### src/rtl/csr_update_serializer.sv
// rtl/csr_update_serializer.sv - change-detecting CSR/priv update serializer for the difftest channel
// Shadows every source, queues the lowest-index dirty source each cycle, emits one update per handshake.
module csr_update_serializer #(
  parameter int NUM_CSR    = 8,
  parameter int FIFO_DEPTH = 16,
  parameter int ID_W       = 12,
  parameter int DATA_W     = 64
) (
  input  logic                                clock,
  input  logic                                reset,
  input  logic [NUM_CSR*(ID_W+DATA_W)-1:0]    csr_bus,
  input  logic [1:0]                          priv,
  input  logic                                resync,
  output logic                                out_valid,
  input  logic                                out_ready,
  output logic                                out_is_priv,
  output logic [ID_W-1:0]                     out_id,
  output logic [DATA_W-1:0]                   out_val,
  output logic [$clog2(FIFO_DEPTH):0]         pending
);

  localparam int ENTRY_W = ID_W + DATA_W;
  localparam int AW      = $clog2(FIFO_DEPTH);
  localparam int SRC_N   = NUM_CSR + 1;

  logic [ENTRY_W-1:0] entry  [NUM_CSR];
  logic [ENTRY_W-1:0] shadow [NUM_CSR];
  logic [1:0]         shadow_priv;
  logic [SRC_N-1:0]   shadow_ok;
  logic [SRC_N-1:0]   dirty;
  logic [SRC_N-1:0]   grant;
  logic [ENTRY_W-1:0] sel_entry;
  logic [ENTRY_W:0]   enq_data;
  logic [ENTRY_W:0]   mem [FIFO_DEPTH];
  logic [AW:0]        wr_ptr;
  logic [AW:0]        rd_ptr;
  logic               full;
  logic               empty;
  logic               enq;
  logic               deq;

  genvar g;
  generate
    for (g = 0; g < NUM_CSR; g++) begin : g_entry
      assign entry[g] = csr_bus[g*ENTRY_W +: ENTRY_W];
    end
  endgenerate

  always_comb begin
    dirty = '0;
    for (int i = 0; i < NUM_CSR; i++) begin
      dirty[i] = !shadow_ok[i] || (entry[i] != shadow[i]);
    end
    dirty[NUM_CSR] = !shadow_ok[NUM_CSR] || (priv != shadow_priv);
  end

  // Isolate the lowest set bit: priv sits at the top index so it always loses.
  assign grant = dirty & (~dirty + SRC_N'(1));

  always_comb begin
    sel_entry = '0;
    for (int i = 0; i < NUM_CSR; i++) begin
      sel_entry = sel_entry | (entry[i] & {ENTRY_W{grant[i]}});
    end
  end

  assign enq_data = grant[NUM_CSR] ? {1'b1, {(ENTRY_W-2){1'b0}}, priv}
                                   : {1'b0, sel_entry};

  // Full is judged on registered pointers only, so a same-cycle pop never makes room.
  assign full  = (wr_ptr[AW] != rd_ptr[AW]) && (wr_ptr[AW-1:0] == rd_ptr[AW-1:0]);
  assign empty = (wr_ptr == rd_ptr);
  assign enq   = (|dirty) && !full;
  assign deq   = !empty && out_ready;

  always_ff @(posedge clock or posedge reset) begin
    if (reset) begin
      wr_ptr <= '0;
      rd_ptr <= '0;
    end else begin
      if (enq) wr_ptr <= wr_ptr + 1'b1;
      if (deq) rd_ptr <= rd_ptr + 1'b1;
    end
  end

  always_ff @(posedge clock) begin
    if (enq) mem[wr_ptr[AW-1:0]] <= enq_data;
  end

  always_ff @(posedge clock or posedge reset) begin
    if (reset) begin
      for (int i = 0; i < NUM_CSR; i++) shadow[i] <= '0;
      shadow_priv <= '0;
      shadow_ok   <= '0;
    end else begin
      if (enq) begin
        for (int i = 0; i < NUM_CSR; i++) begin
          if (grant[i]) begin
            shadow[i]    <= entry[i];
            shadow_ok[i] <= 1'b1;
          end
        end
        if (grant[NUM_CSR]) begin
          shadow_priv        <= priv;
          shadow_ok[NUM_CSR] <= 1'b1;
        end
      end
      if (resync) shadow_ok <= '0;
    end
  end

  // Head is masked while empty so stale storage never shows on the outputs.
  assign out_valid = !empty;
  assign {out_is_priv, out_id, out_val} = empty ? '0 : mem[rd_ptr[AW-1:0]];
  assign pending   = wr_ptr - rd_ptr;

endmodule

### config.mk
export PLATFORM = sky130hd
export DESIGN_NAME = csr_update_serializer
export DESIGN_NICKNAME = d
export VERILOG_FILES = /design/src/rtl/csr_update_serializer.sv
export SDC_FILE = /design/constraint.sdc
export NUM_CORES = 2
export LEC_CHECK = 0
export CAP_MARGIN = 30
export CORE_MARGIN = 8
export CORE_UTILIZATION = 50
export DETAILED_ROUTE_END_ITERATION = 12
export MAX_ROUTING_LAYER = met4
export PLACE_DENSITY_LB_ADDON = 0.15
export SLEW_MARGIN = 0
export SYNTH_ARGS = -nofsm -noshare
export SYNTH_HDL_FRONTEND = slang
export SYNTH_SLANG_ARGS = --single-unit
export TNS_END_PERCENT = 30
### constraint.sdc
create_clock -name clock -period 25.6 [get_ports clock]
set_input_delay 5.12 -clock clock [delete_from_list [all_inputs] [get_ports clock]]
set_output_delay 5.12 -clock clock [all_outputs]
set_load 0.01 [all_outputs]
# Word-level counts from Yosys, hierarchy flattened
# Memory sizes are Yosys's and may differ from the RTL's.
# Cells that the tools add are included.
[op_classes]
add_sub_neg = 4
n_eq_ne = 12
n_mux = 15
bitwise = 17
reduce_logical = 52
[op_table]
columns = ["cell", "n"]
rows = [
  ["bitwise AND 76 bit", 8],
  ["!= test 76 bit", 8],
  ["OR 76 bit", 7],
  ["two-way mux 77 bit", 2],
  ["AND reduction 2 bit", 18],
  ["nonzero test 2 bit", 10],
  ["two-way mux 9 bit", 2],
  ["zero test 1 bit", 11],
  ["two-way mux 1 bit", 11],
  ["adder 5 x 1 -> 5 bit (second input constant)", 2],
  ["adder 9 x 1 -> 9 bit (second input constant)", 1],
  ["bitwise AND 9 bit", 1],
  ["logical OR 1 bit", 9],
  ["NOT 9 bit", 1],
  ["OR reduction 9 bit", 1],
  ["== test 5 bit", 1],
  ["subtractor 5 bit", 1],
  ["== test 4 bit", 1],
  ["logical AND 1 bit", 3],
  ["!= test 2 bit", 1],
  ["!= test 1 bit", 1],
]
[totals]
regBits = 629
ramBits = 1232
inputBits = 614
out_inout_bits = 83
wordCells = 121
mem_count = 1
[memory_table]
columns = ["memory", "depth", "width", "read_ports", "rd_ports_with_merged_regs", "wr", "line", "text"]
rows = [
  ["mem", 16, 77, 1, 0, 1, "34", "logic [ENTRY_W:0] mem [FIFO_DEPTH];"],
]

# Longest topological paths before layout
[logic_depth]
word_depth = 14
depth_mapped = 13
ltp_nobuf = 9

# Worst setup path after synthesis
# Ideal clock, no wire load.
[synth_timing]
kind = "input port to flip-flop"
from = "input port csr_bus[87]"
to = "memory mem[3][0] (netlist bit) (enable)"
setup_time_ns = 0.607
arrival_ns = 11.417
required_ns = 24.993
path_slack_ns = 13.576
path_stages = 10
path_buffers = 1
cell_sequence = "inv_1 o221a_2 nand4_1 nor4_1 and2_1 nand3_1 or4_4 buf_6 o211ai_1 nor3_1"
[synth_between]
elab_chain_cells = 6
[synth_rtl]
columns = ["item", "line", "text"]
rows = [
  ["start, declared", "11", "input logic [NUM_CSR*(ID_W+DATA_W)-1:0] csr_bus,"],
  ["!= test 76 bit", "52", "dirty[i] = !shadow_ok[i] || (entry[i] != shadow[i]);"],
  ["logical OR 1 bit", "52", ""],
  ["OR reduction 9 bit", "73", "assign enq = (|dirty) && !full;"],
  ["logical AND 1 bit", "73", ""],
  ["two-way mux 1 bit", "87", "if (enq) mem[wr_ptr[AW-1:0]] <= enq_data;"],
  ["two-way mux 1 bit (not written as such)", "87", ""],
  ["end, declared", "34", ""],
]
# Every way passes these cells.

# Final worst setup path
[layout_timing]
from = "register rd_ptr[0]"
to = "output port out_val[20]"
[layout_between]
elab_chain_cells = 2
elab_cells_between_ends = 3
classes_between = "eq/ne (1); mux (1); memory (1)"
[layout_rtl]
columns = ["item", "line", "text"]
rows = [
  ["start, declared", "36", "logic [AW:0] rd_ptr;"],
  ["start signal, assigned", "82", "if (deq) rd_ptr <= rd_ptr + 1'b1;"],
  ["memory read (16 x 77 bit) / == test 5 bit (equally long branches)", "-", ""],
  ["two-way mux 77 bit (*)", "114", "assign {out_is_priv, out_id, out_val} = empty ? '0 : mem[rd_ptr[AW-1:0]];"],
  ["end, declared", "18", "output logic [DATA_W-1:0] out_val,"],
]
# Mark *: on every way between the ends. The rest lies on a longest branch, timed or not.

==> results.tsv <==
stage	metric	value	unit
status	status	complete, no violations	
placement	DPL Wire Length	215300	um
layout	multi-input logic area	28060	sq um
critical_path	slowest stage delay, CP	870	ps
min_path	min-delay worst type	reg2reg	
cts	Resized Gates After CTS	0	
pwr	Clock power frac	31.1	%
layout	register area	52750	sq um
yosys	commonest register cell after synthesis	edfxtp_1	
sta	Slew HR	15.66	%
drt	Initial DRT Pass Iterations	6	
die	Initial Util	50.42	%
pwr	switch share	29.38	%
pwr	Pint	6691	uW
layout	leading cell type in the layout, fill and taps excluded	edfxtp_1	
placement	worst slack at placement	14310	ps
yosys	post-synthesis net count	5739	
critical_path	FF-to-FF Start	shadow[241]$_DFFE_PP0P_	
yosys	Synth warnings	0	
drt	routed length per instance	35.81	um
pwr	peak supply drop	0.08238	mV
critical_path	CP cell instances	buf_4 > buf_4 > buf_4 > buf_4 > mux4_2 > mux4_2 > and2_1 > clkdlybuf4s50_1	
cts	clk root buf	clkbuf_16	
cts	Worst-path clk slew	60	ps
global_route	grt ovf	0	
critical_path	Req. time, crit path	20480	ps
cts	CTS Hold Buffers Added	0	
layout	Design Area, Final	99100	sq um
cts	CTS Buffer Depth	3	
cts	CTS tree	built	
layout	fin nets	6477	
layout	share of layout cells above drive strength 1	23.23	%
layout	non-filler cells, final	8294	
critical_path	flop-to-flop setup slack	19660	ps
yosys	mapped cell area	82170	sq um
sta	Fin Setup TNS	0	ps
critical_path	Reg2Reg Capture Point	mem[0][39]$_DFFE_PP_	
critical_path	most repeated library cell on the critical path	buf_4	
critical_path	crit start category	flop	
critical_path	Crit Path Category	reg2out	
drt	drt via density	6.298	
sta	final-report hold violation count	0	
pwr	combinational power share	28.5	%
pwr	post-layout power	9474	uW
layout	commonest non-fill, non-tap cells in the layout	edfxtp_1, clkdlybuf4s50_1, dfrtp_1, mux2_2, mux4_2	
global_route	largest net degree at the start of global routing	88	
yosys	Post-synth EDFFs	1232	
drt	residual DRC count	0	
critical_path	worst r2r path cells	12	
sta	fin. max-slew vios	0	
yosys	Seq/Total Area, Yosys	64.18	%
min_path	WHS Path Cells	2	
min_path	hold wc startpoint	shadow_ok[5]$_DFFE_PP0P_	
yosys	Post-synth ARST share	33.80	%
sta	worst setup margin	13670	ps
cts	CTS buffer count	193	
global_route	All-Layer GR Usage	33.51	%
yosys	share of the synthesized area in the top cell type	45.03	%
sta	final worst path period need	11930	ps
drt	Vias	52240	
die	Die Width	421.4	um
yosys	Synth area leaders	edfxtp_1, dfrtp_1, mux4_2	
placement	routability cong.	1.028	
cts	H-tree depth	4	
min_path	Worst Hold End	shadow_ok[5]$_DFFE_PP0P_	
cts	CTS sink cnt	1861	
critical_path	Crit path buffers/inverters	5	
sta	unrepaired setup endpoints after global routing	no	
critical_path	crit path capture type	output pin	
drt	routed wire length	297000	um
global_route	first-pass GRT wire length	410600	um
sta	Clock Skew	55.75	ps
layout	P&R area growth vs syn	20.61	%
cts	Post-CTS Setup Inserts	0	
placement	placed cells	7819	
die	die height	421.4	um
layout	filler cell count	12460	
run	Max Cap Violations	0	
sta	final setup fails	0	
global_route	initial antenna violation count	107	
yosys	synthesized area per cell	16.06	sq um
global_route	vias in the first global route	52650	
placement	input/output buffers	696	
die	top-level I/O count	697	
sta	fin crit share	46.59	%
yosys	#FFs+latches synth	1861	
die	site row count	148	
die	total die area	177600	sq um
pwr	PD cells	95.60	nW/um^2
yosys	Syn Inst Count	5115	
critical_path	CP max FO	44	
sta	Max Fclk	0.08384	GHz
critical_path	slowest cell on the critical path	dfrtp_4	
pwr	P_leak	0.03656	uW
placement	DP Area	91940	sq um
yosys	number of library cell types mapped by synthesis	72	
pwr	sw power	2784	uW
sta	worst slew pin tran	1265	ps
critical_path	Worst EP arrival	6810	ps
critical_path	Largest delay share family, worst path	buffers and inverters	
cts	worst skew pair latency	850	ps
yosys	area leader, netlist	edfxtp_1	
die	Core Footprint	163000	sq um
pwr	sequential power share	40.3	%
drt	1st-iter DRT viols	6521	
drt	post-route ant nets	0	
[worst min-delay path, delay by kind of cell (launching register included)]
family | cells | cell delay, ps
flops | 1 | 340
simple gates | 2 | 130
[worst max-delay path by stage]
stage	from	endpoint	slack (ps)	depth (start not counted)
2_1_floorplan	reset	rd_ptr[0]$_DFFE_PP0P_	2860	1
3_3_place_gp	csr_bus[360]	mem[0][39]$_DFFE_PP_	14190	12
3_5_place_dp	rd_ptr[0]$_DFFE_PP0P_	out_val[20]	14310	8
4_1_cts	rd_ptr[0]$_DFFE_PP0P_	out_val[20]	13350	8
5_1_grt	rd_ptr[0]$_DFFE_PP0P_	out_val[20]	13070	8
6_report	rd_ptr[0]$_DFFE_PP0P_	out_val[20]	13670	8
[stage by stage]
stage                     hold WS (ps)  utilization (%)
after floorplan                  459.7                -
after global placement           476.5            56.20
after detailed placement         488.4            56.42
after CTS                        503.9            60.54
after global routing             514.6            60.81
final                            499.2            60.81
[Yosys cell counts (all sizes together), types with 4 or more instances]
cell,number
edfxtp,1232
dfrtp,629
mux2,561
mux4,385
xnor2,254
nand3,230
clkbuf,190
xor2,181
nand2,140
nor2b,131
inv,126
o21ai,126
nor2,93
and2,84
nand4,80
buf,78
nand2b,77
a221oi,76
a22oi,74
nor4,74
or3,70
a2111oi,29
o2111ai,24
o22ai,23
a2111o,21
and3,18
nor3,17
o211ai,10
o221ai,10
ha,9
or4,8
a211o,6
a21oi,5
a22o,5
and4,5
mux2i,4
[cell families after synthesis]
| family | Yosys count | share of synthesized area [%] |
|---|---|---|
| simple gates | 1036 | 6.932 |
| xor+xnor | 435 | 4.637 |
| mux | 950 | 18.30 |
| fa+ha+maj | 10 | 0.1614 |
| compound gates | 429 | 3.924 |
| flops | 1861 | 64.18 |
| buf+inv | 394 | 1.865 |
[power by group through the flow]
stage | clock [uW] | sequential (uW) | combinational [uW]
after CTS | 2970 | 3830 | 2750
after floorplan | 0 | 3810 | 1570
final | 2950 | 3820 | 2700
after global routing | 3090 | 3850 | 2850
after detailed placement | 0 | 3880 | 2740
after global placement | 0 | 3860 | 2720
[state kept, by name, indices dropped and copies added, names as in the netlist]
register and cells:
rd_ptr 5, shadow 608, shadow_priv 2, shadow_ok 9, wr_ptr 5, mem 1232
[layer usage]
metal / vias up / wire length, um / GRT usage [%] / part of all wire, %
li1: 21410 / - / - / -
met3: 675 / 23880 / 6.536 / 8.0
met2: 2795 / 138600 / 50.48 / 47
met4: 0 / 23720 / 22.37 / 8.0
met5: - / 0 / - / 0
met1: 27360 / 110800 / 41.39 / 37
[final cells by class]
cell class                 instances  share of cell area [%]
antenna                           97                  0.2449
clock buffer                     261                   5.353
clock inverter                   103                   1.418
inverter                         126                  0.4911
multi-input combinational       2860                   28.31
sequential                      1861                   53.23
tap                             2175                   2.746
timing repair buffer             811                   8.207
Note: power is estimated with default switching activity, not from simulation.
